`src/rtl/uart_tx.sv`:
```
// uart_tx: 8N1 UART transmitter fed by a small byte FIFO over a valid/ready handshake.
// Frames follow each other with no idle gap while the FIFO holds data.
module uart_tx #(
    parameter int CLKS_PER_BIT = 434,
    parameter int FIFO_DEPTH   = 4
) (
    input  logic       i_clk,
    input  logic       i_rst_n,
    input  logic       i_tx_valid,
    input  logic [7:0] i_tx_data,
    output logic       o_tx_ready,
    output logic       o_uart_serial,
    output logic       o_tx_active,
    output logic       o_tx_done
);
    localparam int CW = $clog2(CLKS_PER_BIT);
    localparam int AW = $clog2(FIFO_DEPTH);
    localparam logic [CW-1:0] LAST = CW'(CLKS_PER_BIT - 1);
    localparam logic [AW:0]   FULL = (AW + 1)'(FIFO_DEPTH);

    typedef enum logic [1:0] {IDLE, START, DATA, STOP} state_t;

    state_t        r_state, w_state;
    logic [7:0]    r_mem [FIFO_DEPTH];
    logic [AW-1:0] r_wr_ptr, r_rd_ptr;
    logic [AW:0]   r_count, w_count;
    logic          r_ready;
    logic [CW-1:0] r_cnt, w_cnt;
    logic [2:0]    r_idx, w_idx;
    logic [7:0]    r_shift, w_shift;
    logic          r_serial, r_active, r_done;
    logic          w_push, w_pop, w_empty, w_last, w_serial, w_active, w_done;

    assign w_push  = i_tx_valid && r_ready;
    assign w_empty = r_count == '0;
    assign w_last  = r_cnt == LAST;
    assign w_count = r_count + (AW + 1)'(w_push) - (AW + 1)'(w_pop);

    // Ready looks at the post-edge occupancy, so it rises the cycle after a pop frees a full FIFO.
    always_ff @(posedge i_clk or negedge i_rst_n) begin
        if (!i_rst_n) begin
            r_wr_ptr <= '0;
            r_rd_ptr <= '0;
            r_count  <= '0;
            r_ready  <= 1'b1;
        end else begin
            if (w_push) r_wr_ptr <= r_wr_ptr + 1'b1;
            if (w_pop) r_rd_ptr <= r_rd_ptr + 1'b1;
            r_count <= w_count;
            r_ready <= w_count != FULL;
        end
    end

    always_ff @(posedge i_clk) begin
        if (w_push) r_mem[r_wr_ptr] <= i_tx_data;
    end

    always_comb begin
        w_state = r_state;
        w_cnt   = r_cnt + 1'b1;
        w_idx   = r_idx;
        w_shift = r_shift;
        w_pop   = 1'b0;
        case (r_state)
            IDLE: begin
                w_cnt = '0;
                if (!w_empty) begin
                    w_pop   = 1'b1;
                    w_shift = r_mem[r_rd_ptr];
                    w_state = START;
                end
            end
            START: if (w_last) begin
                w_cnt   = '0;
                w_idx   = '0;
                w_state = DATA;
            end
            DATA: if (w_last) begin
                w_cnt = '0;
                w_idx = r_idx + 1'b1;
                if (r_idx == 3'd7) w_state = STOP;
            end
            STOP: if (w_last) begin
                w_cnt   = '0;
                w_state = IDLE;
                if (!w_empty) begin
                    w_pop   = 1'b1;
                    w_shift = r_mem[r_rd_ptr];
                    w_state = START;
                end
            end
            default: w_state = IDLE;
        endcase
    end

    // Outputs are decoded from the next state so the registered line lines up with r_state.
    assign w_serial = (w_state == START) ? 1'b0 : (w_state == DATA) ? w_shift[w_idx] : 1'b1;
    assign w_active = w_state != IDLE;
    assign w_done   = (w_state == STOP) && (w_cnt == LAST);

    always_ff @(posedge i_clk or negedge i_rst_n) begin
        if (!i_rst_n) begin
            r_state  <= IDLE;
            r_cnt    <= '0;
            r_idx    <= '0;
            r_shift  <= '0;
            r_serial <= 1'b1;
            r_active <= 1'b0;
            r_done   <= 1'b0;
        end else begin
            r_state  <= w_state;
            r_cnt    <= w_cnt;
            r_idx    <= w_idx;
            r_shift  <= w_shift;
            r_serial <= w_serial;
            r_active <= w_active;
            r_done   <= w_done;
        end
    end

    assign o_tx_ready    = r_ready;
    assign o_uart_serial = r_serial;
    assign o_tx_active   = r_active;
    assign o_tx_done     = r_done;
endmodule

```
`config.mk`:
```
export PLATFORM = sky130hd
export DESIGN_NAME = uart_tx
export DESIGN_NICKNAME = d
export VERILOG_FILES = /design/src/rtl/uart_tx.sv
export SDC_FILE = /design/constraint.sdc
export NUM_CORES = 1
export LEC_CHECK = 0
export CAP_MARGIN = 20
export CORE_MARGIN = 4
export CORE_UTILIZATION = 24
export CTS_CLUSTER_SIZE = 25
export DETAILED_ROUTE_END_ITERATION = 16
export HOLD_SLACK_MARGIN = 0.02
export PLACE_DENSITY = 0.42
export SYNTH_ARGS = -nofsm -noshare
export SYNTH_HDL_FRONTEND = slang
export SYNTH_SLANG_ARGS = --single-unit
```
`constraint.sdc`:
```
create_clock -name i_clk -period 3.4 [get_ports i_clk]
set_input_delay 0.34 -clock i_clk [delete_from_list [all_inputs] [get_ports i_clk]]
set_output_delay 0.34 -clock i_clk [all_outputs]
set_load 0.005 [all_outputs]
```
Yosys cells after proc, flatten, opt, wreduce, memory -nomap -nowiden
Memory sizes are Yosys's and may differ from the RTL's.
Index checks and enable logic that the tools add are counted.
- flip-flop bits (word level): 33
- memory bits (writable): 32
- latch bits: 0
- memory bits (read-only): 0
- output and inout port bits: 4
- memories kept: 1
- $lt $le $gt $ge: 1
- bitwise gates (word level): 0
- reduce and logical (&&, ||, !) cells: 6
- eq/ne operators: 10
- $add $sub $neg: 6
- multiplexer cells: 24
- shift-type cells: 0
- multiply operators: 0
- div/mod/pow operators: 0
- memories (memory ; depth ; bits a word ; rd ports ; clocked after memory_dff ; wr ports ; RTL line ; RTL):
    r_mem ; 4 ; 8 ; 1 ; 0 ; 1 ; 24 ; logic [7:0] r_mem [FIFO_DEPTH];
- operators with widths (cell ; number):
    equality test 9 bit, second input constant ; 2
    one-hot mux 9 bit (2 select lines) ; 1
    2-to-1 mux 8 bit ; 2
    one-hot mux 8 bit (2 select lines) ; 1
    2-to-1 mux 2 bit ; 5
    adder 9 x 1 -> 9 bit, second input constant ; 1
    2-to-1 mux 9 bit ; 1
    equality test 2 bit, second input constant ; 4
    2-to-1 mux 1 bit ; 8
    one-hot mux 2 bit (4 select lines) ; 1
    2-to-1 mux 3 bit ; 2
    one-hot mux 3 bit (2 select lines) ; 1
    adder 2 x 1 -> 2 bit, second input constant ; 2
    equality test 2 x 1 -> 1 bit, second input constant ; 2
    less-than comparator 3 x 4 -> 1 bit, second input constant ; 1
    adder 3 x 1 -> 3 bit ; 1
    adder 3 x 1 -> 3 bit, second input constant ; 1
    binary-select mux 1 bit (select 3 bit) ; 1
    equality test 3 bit, second input constant ; 1
    logical NOT 3 bit ; 1
    != test 3 bit, second input constant ; 1
    OR reduction 3 bit ; 1
    subtractor 3 x 1 -> 3 bit ; 1
    logical AND 1 bit ; 2
    3 further kinds ; 3

Logic depth before layout (Yosys ltp)
Gate-level depths: netlist of run 1.
- word-level depth: 8
- gate-level depth with buffers: 14
- mapped depth without buffers: 13

Least setup slack after synthesis of run 1
No wires, ideal clock.
- path type: register -> register
- from: reg r_state[0]
- to: reg r_ready (netlist: o_tx_ready)
- slack: 0.811 ns
- arrival time: 2.502 ns
- period minus slack after synthesis: 2.589 ns
- cell stages (with the launch flop): 14
- data required time: 3.314 ns
- cells stage by stage: dfrtp_1 -> inv_1 -> ha_1 -> buf_2 -> nor3_2 -> buf_6 -> ha_1 -> inv_1 -> ha_1 -> inv_1 -> fa_1 -> xnor2_1 -> xnor2_1 -> nand3b_1
- cells in the longest elaborated chain, start to end: 4
- ends and longest elaborated chain (what ; RTL line ; RTL):
    from (decl) ; 23 ; state_t r_state, w_state;
    from (signal assigned) ; 111 ; r_state <= w_state;
    equality test 2 bit or logical NOT 2 bit (tied branches) ; 64 ; case (r_state)
    one-hot mux 1 bit (2 select lines) * ; 64 ;
    net w_pop ; 32 ; logic w_push, w_pop, w_empty, w_last, w_serial, w_active, w_done;
    subtractor 3 x 1 -> 3 bit * ; 37 ; assign w_count = r_count + (AW + 1)'(w_push) - (AW + 1)'(w_pop);
    net w_count[2] ; 26 ; logic [AW:0] r_count, w_count;
    != test 3 bit * ; 50 ; r_ready <= w_count != FULL;
    to (signal assigned) ; 45 ; r_ready <= 1'b1;
    to (signal assigned) ; 50 ;
    to (decl) ; 27 ; logic r_ready;
Mark *: on every way through the listed nets, which the timed path passes. The rest lies on a longest branch.
A chain may end at the register's enable or synchronous reset.

Worst setup path after layout of run 1
- from: reg r_state[0]
- to: reg r_ready (netlist: o_tx_ready)
- cells in the longest elaborated chain, start to end: 4
- ends and longest elaborated chain (what ; RTL line):
    equality test 2 bit or logical NOT 2 bit (tied branches) ; 64
    one-hot mux 1 bit (2 select lines) * ; 64
    subtractor 3 x 1 -> 3 bit * ; 37
    net w_count[2] ; 26
    != test 3 bit * ; 50
Marks and branches as above.

==> qor.txt, run 1 <==
xor/xnor cell area share of the yosys netlist - 0.0351
maximum root-to-sink buffer count - 2
multi-input logic area - 1120 um^2
hold buffers post-CTS - 0
final setup fails - 0
arrival time of the worst setup path - 2.98 ns
status - finished clean
Synth Area in Adders - 0.0735
via count - 1656
DR iter-0 viols - 50
Mapped Nets - 232
number of cell rows - 40
Synth Area in Compound Gates - 0.0910
Rel. slew slack - 0.608
r2r worst-path depth - 12
Hold WS - 0.318 ns
register area - 1790 um^2
most common flop cell mapped by yosys - edfxtp_1
top area cells in the synthesized netlist - edfxtp_1 (32%), dfrtp_1 (26%), ha_1 (6.7%)
first-pass GRT wire length - 9360 um
mux share of post-synthesis cell area - 0.0776
Final Critical Period - 2.73 ns
startpoint of the worst register-to-register path - r_state[0]
Fillers - 1263
vias per inst - 4.15
leakage power - 1.41 nW
Worst-Margin Slew - 0.588 ns
Final Cycle Share - 0.804
Worst R2R End - o_tx_ready
Inserted Clock Buffers - 9
core area - 12100 um^2
Hold Vio Cnt, Final - 0
number of clock sinks - 65
area share of the largest cell type after synthesis - 0.321
largest vdd supply drop - 270 uV
Reg clk slew, reported paths - 0.06 ns
Post-synth EDFFs - 32
Final ANT Viol Nets - 0
Startpoint Class - register
I/O Buffers - 14
MaxCap Viol Count - 0
HPWL after DPL - 3840 um
fraction of layout cells with a size suffix above 1 - 0.186
Synth Warn # - 0
post-CTS setup buffer count - 0
Die X-Extent - 120 um
total design power - 0.00303 W
TritonCTS clock tree - yes
Initial Util - 0.248
dominant cell type by area after synthesis - edfxtp_1
Pre-Repair DR Iteration Count - 4
RSZ-0062 raised after global routing - false
placed cells - 382
Final Max Tran Viols - 0
initial antenna violation count - 0
WP data required - 3.65 ns
vias in the first global route - 1830
synthesized area - 3000 um^2
die area - 14300 um^2
Syn-to-layout area delta - 21.7%
Cell Count, Final, Fillers Out - 399
die height - 120 um
CP max FO - 12
final WL - 5520 um
Avg WL per Cell - 13.8 um
htree depth - 3
grt ovf - 0
Worst Clk Skew - 0.00789 ns
f_max - 366 MHz
post-synthesis simple-gate area fraction - 0.0968
setup TNS - 0 ns
Synth cell types - 53
Clk Latency, worst-skew pair - 0.33 ns
Root Buffer - clkbuf_16
main combinational cell family by area after synthesis - simple AND/OR/NAND/NOR gates
Post-route DRC - 0
CTS resizes - 0
Final Net Count - 254
syn avg cell area - 14.7 um^2
register area share after synthesis - 0.597
flops & latches, synth - 65
Synth Instances - 204
Setup crit end kind - register
async set-reset flop share out of synthesis - 0.508
Critical Path Sink - o_tx_ready
Min-Delay Path Class - primary input to asynchronous set/reset pin
Power Dens Cells - 831 nW/um^2
GR Util All Layers - 0.0854
# diodes - 0
IO Pins - 15
reg2reg setup slack - 0.67 ns
Crit. Startpoint - r_state[0]
kind of critical path - register to register
largest net degree at the start of global routing - 23
GPL Wtd Cong - 0.765
## worst min path at each step
stage | from | end
finish | i_rst_n | r_cnt[2]
global route | i_rst_n | r_cnt[2]
CTS | r_shift[7] | r_shift[7]
detailed placement | r_shift[5] | r_shift[5]
global placement | r_shift[0] | r_shift[0]
floorplan | i_rst_n | o_tx_active
## cell usage in the layout (no fill, tap or decap), types with 7 or more instances in the layout
cell	Yosys	routed
edfxtp_1	32	32
ha_1	16	16
clkbuf_16	0	9
a22o_1	7	7
clkdlybuf4s50_1	0	14
nand3_1	7	7
mux4_2	8	8
xor2_1	7	7
nor2_1	14	14
dfrtp_1	31	31
inv_1	12	12
## state kept, by name, summed over array words and instances, names as in the netlist
name	flops
r_rd_ptr	2
r_cnt	9
r_count	3
r_shift	8
o_tx_ready	1
o_uart_serial	1
r_state	2
o_tx_active	1
r_mem	32
r_wr_ptr	2
r_idx	3
o_tx_done	1
## cell families after synthesis
group / Yosys count
AND/OR/NAND/NOR: 50
adder cells (fa/ha/maj): 17
AO/OA/AOI/OAI: 27
multiplexers: 13
XOR/XNOR: 12
buffers and inverters: 20
flip-flops: 65
## synth_stat cells, types with 3 or more instances
cell type and n:
a22o_1 7, and3_1 5, dfrtp_1 31, edfxtp_1 32, ha_1 16, inv_1 12, mux2i_1 3, mux4_2 8
nand2_1 5, nand3_1 7, nor2_1 14, nor3_1 3, xnor2_1 5, xor2_1 7
## final cells by class
cell class,instances,share of cell area
clock buffer,9,0.0617
clock inverter,7,0.0209
inverter,14,0.0151
multi-input combinational,119,0.307
sequential,65,0.491
tap,168,0.0576
timing repair buffer,17,0.0467
## power by group
group / switching, W / total (W) / internal (W)
sequential: 0.000161 / 0.00120 / 0.00104
combinational: 0.000453 / 0.000893 / 0.000441
clock: 0.000358 / 0.000932 / 0.000574
total: 0.000972 / 0.00303 / 0.00206
## metrics by stage
step	setup WS [ns]	area (um^2)	util
after floorplan	0.811	3000	-
after global placement	0.701	3330	0.275
after detailed placement	0.653	3330	0.275
after CTS	0.633	3630	0.300
after global routing	0.479	3650	0.301
final	0.665	3650	0.301
## worst max-delay path: stages (launching register included)
cell and delay, ns:
dfrtp_1 0.39, inv_1 0.11, ha_1 0.44, nor3_2 0.21
buf_4 0.21, ha_1 0.25, inv_1 0.05, ha_1 0.13
inv_1 0.05, fa_1 0.37, xnor2_1 0.18, xnor2_1 0.16
nand3b_1 0.11
## per-layer routing
metal	share of wire	routed length [um]	track usage	vias to the layer above
met1	0.50	2780	0.114	817
met2	0.45	2460	0.123	20
met5	0	0	0	-
met4	0.018	99	0.0408	0
li1	-	-	-	811
met3	0.034	187	0.0316	8
Note: power is estimated with default switching activity, not from simulation.
==> run 2, diff against run 1 <==
PLACE_DENSITY = 0.43   (was 0.42)
clock period = 2.35 ns   (was 3.4 ns; I/O delays follow)
==> run 2 against run 1 <==
The flow now finishes with violations (setup timing). Sequential share of layout area down 3.6 points. Clock skew down 0.0027 ns. Highest routed layer unchanged. Final cell count up 7.0%. Critical path type unchanged. Largest cell class unchanged.
==> qor.txt, run 2 (synthesis gave the netlist of run 1 again) <==
Final Cycle Share - 1.02 (+0.218)
Reg clk slew, reported paths - 0.05 ns (about the same)
Syn-to-layout area delta - 31.2%
largest registers - r_mem (32), r_cnt (9), r_shift (8)
Critical Path Sink - o_uart_serial
IO Pins - 15 (unchanged)
largest net degree at the start of global routing - 34 (+48%)
CP bufs+invs - 4 (unchanged)
total design power - 0.00471 W (+55%)
RSZ-0062 raised after global routing - true
commonest non-fill, non-tap cell in the layout - edfxtp_1
kind of critical path - register to register
r2r worst-path depth - 12 (unchanged)
Setup crit end kind - register
final non-filler cell area - 3930 um^2 (+7.8%)
maximum root-to-sink buffer count - 2 (unchanged)
Inserted Clock Buffers - 9 (unchanged)
Die X-Extent - 120 um (unchanged)
Avg WL per Cell - 14.2 um (+2.6%)
max incr delay on CP - 0.38 ns (-0.06 ns)
GR Layer Usage met1 - 0.111 (-0.00285)
WP data required - 2.57 ns (-1.08 ns)
hold buffers post-CTS - 0 (unchanged)
die area - 14300 um^2 (unchanged)
htree depth - 3 (unchanged)
Startpoint Class - register
Post-route DRC - 0 (unchanged)
Final Max Tran Viols - 0 (unchanged)
reg2reg setup slack - -0.05 ns (-0.72 ns)
final WL - 6070 um (+9.8%)
Clk Latency, worst-skew pair - 0.32 ns (about the same)
leakage power - 1.55 nW (+10%)
via count - 1799 (+8.6%)
Core Util, Final - 0.325 (+0.0236)
die height - 120 um (unchanged)
Final Net Count - 282 (+11%)
GPL Wtd Cong - 0.717 (-6.2%)
most frequent cells in the layout - edfxtp_1 (32), dfrtp_1 (31), buf_4 (28)
Worst R2R End - o_uart_serial
Final ANT Viol Nets - 0 (unchanged)
cells along the critical path - ha_2 -> buf_4 -> buf_4 -> nand4b_1 -> nor2_4 -> buf_4 -> a21oi_4 -> buf_6 -> a22o_1 -> mux2i_1 -> mux2_4 -> a311oi_2
GR Util All Layers - 0.0911 (+0.00567)
Final Critical Period - 2.40 ns (-0.332 ns)
Fillers - 1227 (-2.9%)
Pre-Repair DR Iteration Count - 4 (unchanged)
Initial Util - 0.248 (unchanged)
Min-Delay Path Class - primary input to asynchronous set/reset pin
gr busiest metal - met2
status - complete, but fails checks
core area - 12100 um^2 (unchanged)
Root Buffer - clkbuf_16
Power Dens Cells - 1200 nW/um^2 (+44%)
fraction of layout cells with a size suffix above 1 - 0.313 (+0.127)
HPWL after DPL - 4010 um (+4.4%)
met2 global-route usage - 0.149 (+0.0268)
Crit path depth - 12 (unchanged)
setup TNS - -0.0852 ns (-0.0852 ns)
Cell Area, Placed - 3540 um^2 (+6.2%)
Hold Vio Cnt, Final - 0 (unchanged)
multi-input logic area - 1210 um^2 (+8.4%)
CP max FO - 5 (-7)
arrival time of the worst setup path - 2.62 ns (-0.36 ns)
crit-path most repeated cell - buf_4
number of cell rows - 40 (unchanged)
register area - 1790 um^2 (unchanged)
max FFs per register - 32 (unchanged)
grt ovf - 0 (unchanged)
I/O Buffers - 14 (unchanged)
# diodes - 0 (unchanged)
setup ws final - -0.0527 ns (-0.718 ns)
first-pass GRT wire length - 10000 um (+7.0%)
number of clock sinks - 65 (unchanged)
vias per inst - 4.21 (+1.5%)
Rel. slew slack - 0.687 (+0.0788)
Crit. Startpoint - r_cnt[0]
vias in the first global route - 1893 (+3.4%)
DR iter-0 viols - 67 (+34%)
final setup fails - 2 (+2)
startpoint of the worst register-to-register path - r_cnt[0]
failing checks - setup timing
Worst Clk Skew - 0.00523 ns (-0.00266 ns)
CP top delay family - compound AO/OA/AOI/OAI gates
largest vdd supply drop - 592 uV (+120%)
f_max - 416 MHz (+14%)
initial antenna violation count - 0 (unchanged)
MaxCap Viol Count - 0 (unchanged)
slowest cell on the critical path - dfrtp_1
TritonCTS clock tree - yes
register name with the most flops - r_mem
met3 Use GR - 0.0297 (-0.00189)
Worst-Margin Slew - 0.470 ns (-0.118 ns)
run 2: area by class of cell:
class / instances / share of cell area
Multi-Input combinational cell: 119 / 0.309
Timing Repair Buffer: 45 / 0.0961
Inverter: 14 / 0.0146
Clock buffer: 12 / 0.0601
Sequential cell: 65 / 0.455
Clock inverter: 4 / 0.0118
Tap cell: 168 / 0.0535
run 2: repair_timing:
action / in CTS / in global routing
endpoints found under the setup margin: 3 / 4
pin swaps: 10 / 8
setup buffers: 3 / 5
gates cloned: 0 / 1
gates resized for setup: 1 / 9
run 2: worst min-delay path by stage:
stage	slack [ns]	startpoint	to	cells past startpoint
after global routing	0.38	i_rst_n	r_count[2]	2
after global placement	0.49	r_shift[5]	r_shift[5]	1
after CTS	0.34	i_rst_n	r_cnt[3]	2
after floorplan	-0.06	i_rst_n	o_tx_active	0
after detailed placement	0.49	r_shift[5]	r_shift[5]	1
final	0.32	i_rst_n	r_cnt[7]	2
run 2: stage by stage:
| step | std cells | hold slack, ns | worst slack [ns] |
|---|---|---|---|
| finish | 427 | 0.321 | -0.0527 |
| global route | 427 | 0.383 | -0.193 |
| CTS | 422 | 0.344 | -0.0634 |
| detailed placement | 403 | 0.489 | -0.171 |
| global placement | 403 | 0.486 | -0.0892 |
| floorplan | 204 | -0.0606 | -0.177 |
run 2: power by group:
part	leakage [nW]	total [W]	switching, W	internal, W
combinational	0.704	0.00173	0.000837	0.000898
sequential	0.715	0.00169	0.000181	0.00151
clock	0.134	0.00128	0.000466	0.000816
total	1.55	0.00471	0.00148	0.00323
run 2: routing by layer:
| metal | wire length (um) | vias to the layer above |
|---|---|---|
| li1 | - | 863 |
| met1 | 2800 | 906 |
| met2 | 3020 | 21 |
| met3 | 140 | 9 |
| met4 | 110 | 0 |
| met5 | 0 | - |
run 2: worst reg2reg max path, cell delays in order (launching register included):
cell and delay (ns):
dfrtp_1 0.38, ha_2 0.19, buf_4 0.12, buf_4 0.12
nand4b_1 0.16, nor2_4 0.06, buf_4 0.15, a21oi_4 0.18
buf_6 0.14, a22o_1 0.16, mux2i_1 0.08, mux2_4 0.28
a311oi_2 0.29
==> run 3, diff against run 2 <==
PLACE_DENSITY = default   (was 0.43)
clock period = 2.2 ns   (was 2.35 ns; I/O delays follow)
==> run 3 against run 2 <==
The flow still finishes with violations (setup timing). Fmax rose by 0.90%. Clock power rose by 20%. Global-route usage is 0.57 points lower. Sequential power rose by 7%. Core utilization is 0.70 points higher. Setup slack worse by 0.13 ns. Combinational power rose by 10%. Final area rose by 2.2%. Register-to-register slack got worse by 0.13 ns. Clock skew increased by 0.00081 ns. Critical path type unchanged. Highest routed layer unchanged.
==> qor.txt, run 3 (synthesis gave the netlist of run 1 again) <==
first-pass GRT wire length - 9450 um (-5.6%)
Power Dens Cells - 1310 nW/um^2 (+9.1%)
Fillers - 1229 (+0.16%)
Final Cycle Share - 1.08 (+0.0600)
failing checks - setup timing
Initial Util - 0.248 (unchanged)
Cell Area, Placed - 3630 um^2 (+2.5%)
IO Pins - 15 (unchanged)
die height - 120 um (unchanged)
via count - 1804 (+0.28%)
max incr delay on CP - 0.37 ns (about the same)
grt ovf - 0 (unchanged)
hold buffers post-CTS - 0 (unchanged)
Clk Latency, worst-skew pair - 0.33 ns (about the same)
pre-CTS setup slack - -0.302 ns (-0.131 ns)
Final ANT Viol Nets - 0 (unchanged)
Hold Vio Cnt, Final - 0 (unchanged)
register name with the most flops - r_mem
maximum root-to-sink buffer count - 2 (unchanged)
htree depth - 3 (unchanged)
initial antenna violation count - 0 (unchanged)
most frequent cells in the layout - edfxtp_1 (32), dfrtp_1 (31), buf_4 (31)
vias in the first global route - 1851 (-2.2%)
HPWL after DPL - 4000 um (-0.44%)
Final Max Tran Viols - 0 (unchanged)
leakage power - 1.58 nW (+1.8%)
fraction of layout cells with a size suffix above 1 - 0.344 (+0.0308)
Worst-Margin Slew - 0.447 ns (-0.0228 ns)
vias per inst - 4.20 (-0.42%)
final non-filler cell area - 4020 um^2 (+2.2%)
Die X-Extent - 120 um (unchanged)
f_max - 420 MHz (+0.90%)
commonest non-fill, non-tap cell in the layout - edfxtp_1
placed cells - 413 (+2.5%)
WP data required - 2.44 ns (-0.13 ns)
TritonCTS clock tree - yes
GR Util All Layers - 0.0854 (-0.00568)
register area - 1790 um^2 (unchanged)
Root Buffer - clkbuf_16
Hold WS - 0.302 ns (-0.0189 ns)
setup ws final - -0.181 ns (-0.129 ns)
r2r worst-path depth - 13 (+1)
Startpoint Class - register
slowest cell on the critical path - dfrtp_1
final setup fails - 3 (+1)
max FFs per register - 32 (unchanged)
CP max FO - 2 (-3)
number of cell rows - 40 (unchanged)
Cell Count, Final, Fillers Out - 430 (+0.70%)
status - complete, but fails checks
kind of critical path - register to register
Avg WL per Cell - 13.4 um (-5.7%)
Setup crit end kind - register
Final Critical Period - 2.38 ns (-0.0214 ns)
multi-input logic area - 1220 um^2 (+0.21%)
Post-route DRC - 0 (unchanged)
die area - 14300 um^2 (unchanged)
core area - 12100 um^2 (unchanged)
MaxCap Viol Count - 0 (unchanged)
largest net degree at the start of global routing - 34 (unchanged)
RSZ-0062 raised after global routing - true
DR iter-0 viols - 63 (-6.0%)
I/O Buffers - 14 (unchanged)
largest vdd supply drop - 811 uV (+37%)
Inserted Clock Buffers - 9 (unchanged)
Pre-Repair DR Iteration Count - 4 (unchanged)
Syn-to-layout area delta - 34.0%
Worst R2R End - o_tx_ready
cells along the critical path - inv_1 -> ha_2 -> and4b_1 -> a31oi_2 -> nor3_4 -> ha_4 -> inv_2 -> ha_4 -> inv_2 -> fa_2 -> xnor2_2 -> xnor2_1 -> nand3b_1
startpoint of the worst register-to-register path - r_cnt[1]
Rel. slew slack - 0.702 (+0.0152)
final WL - 5760 um (-5.1%)
Worst Clk Skew - 0.00604 ns (+0.000812 ns)
number of clock sinks - 65 (unchanged)
Final Net Count - 285 (+1.1%)
reg2reg setup slack - -0.18 ns (-0.13 ns)
arrival time of the worst setup path - 2.62 ns (about the same)
Min-Delay Path Class - primary input to asynchronous set/reset pin
Reg clk slew, reported paths - 0.06 ns (about the same)
GPL Wtd Cong - 0.774 (+7.8%)
# diodes - 0 (unchanged)
largest registers - r_mem (32), r_cnt (9), r_shift (8)
run 3: power breakdown:
| part | total [W] | switching, W | internal (W) |
|---|---|---|---|
| logic | 0.00191 | 0.000898 | 0.00101 |
| clock network | 0.00154 | 0.000536 | 0.00100 |
| registers | 0.00180 | 0.000189 | 0.00161 |
| total | 0.00525 | 0.00162 | 0.00363 |
run 3: repair_timing:
item,4_1_cts,5_1_grt
setup buffers,1,1
pin swaps,10,9
resized for setup,5,5
setup endpoints to repair,5,5
run 3: critical path: cells and delay by family, from the launching register on:
kind	cells	cell delay (ns)
xor gates and xnor gates	2	0.31
DFF	1	0.37
adders and majority gates	4	0.85
AOI/OAI and AO/OA	1	0.10
and+or+nand+nor	3	0.51
buffers and inverters	3	0.15
run 3: metrics by stage:
step | setup TNS (ns) | total power, W | util
final | -0.317 | 0.00525 | 0.332
after detailed placement | -0.753 | 0.00365 | 0.299
after CTS | -0.371 | 0.00525 | 0.329
after floorplan | -0.725 | 0.00300 | -
after global routing | -0.830 | 0.00558 | 0.332
after global placement | -0.477 | 0.00360 | 0.299
run 3: layout make-up:
cell class	count	area share
clock inverter	7	0.0252
tap	168	0.0523
clock buffer	9	0.0561
multi-input combinational	119	0.303
sequential	65	0.445
inverter	14	0.0137
timing repair buffer	48	0.104
run 3: worst max path at each step:
stage | from | end | slack (ns) | depth (start not counted)
finish | r_cnt[1] | o_tx_ready | -0.18 | 13
global route | r_cnt[1] | o_tx_ready | -0.34 | 13
CTS | r_cnt[1] | o_tx_ready | -0.21 | 13
detailed placement | r_cnt[1] | o_tx_ready | -0.30 | 13
global placement | r_cnt[1] | o_tx_ready | -0.22 | 13
floorplan | r_cnt[1] | o_tx_ready | -0.33 | 14
run 3: routing by layer:
metal	wire [um]	global-route usage
met5	0	0
met4	75	0.0301
met3	225	0.0306
met2	2790	0.136
met1	2670	0.108
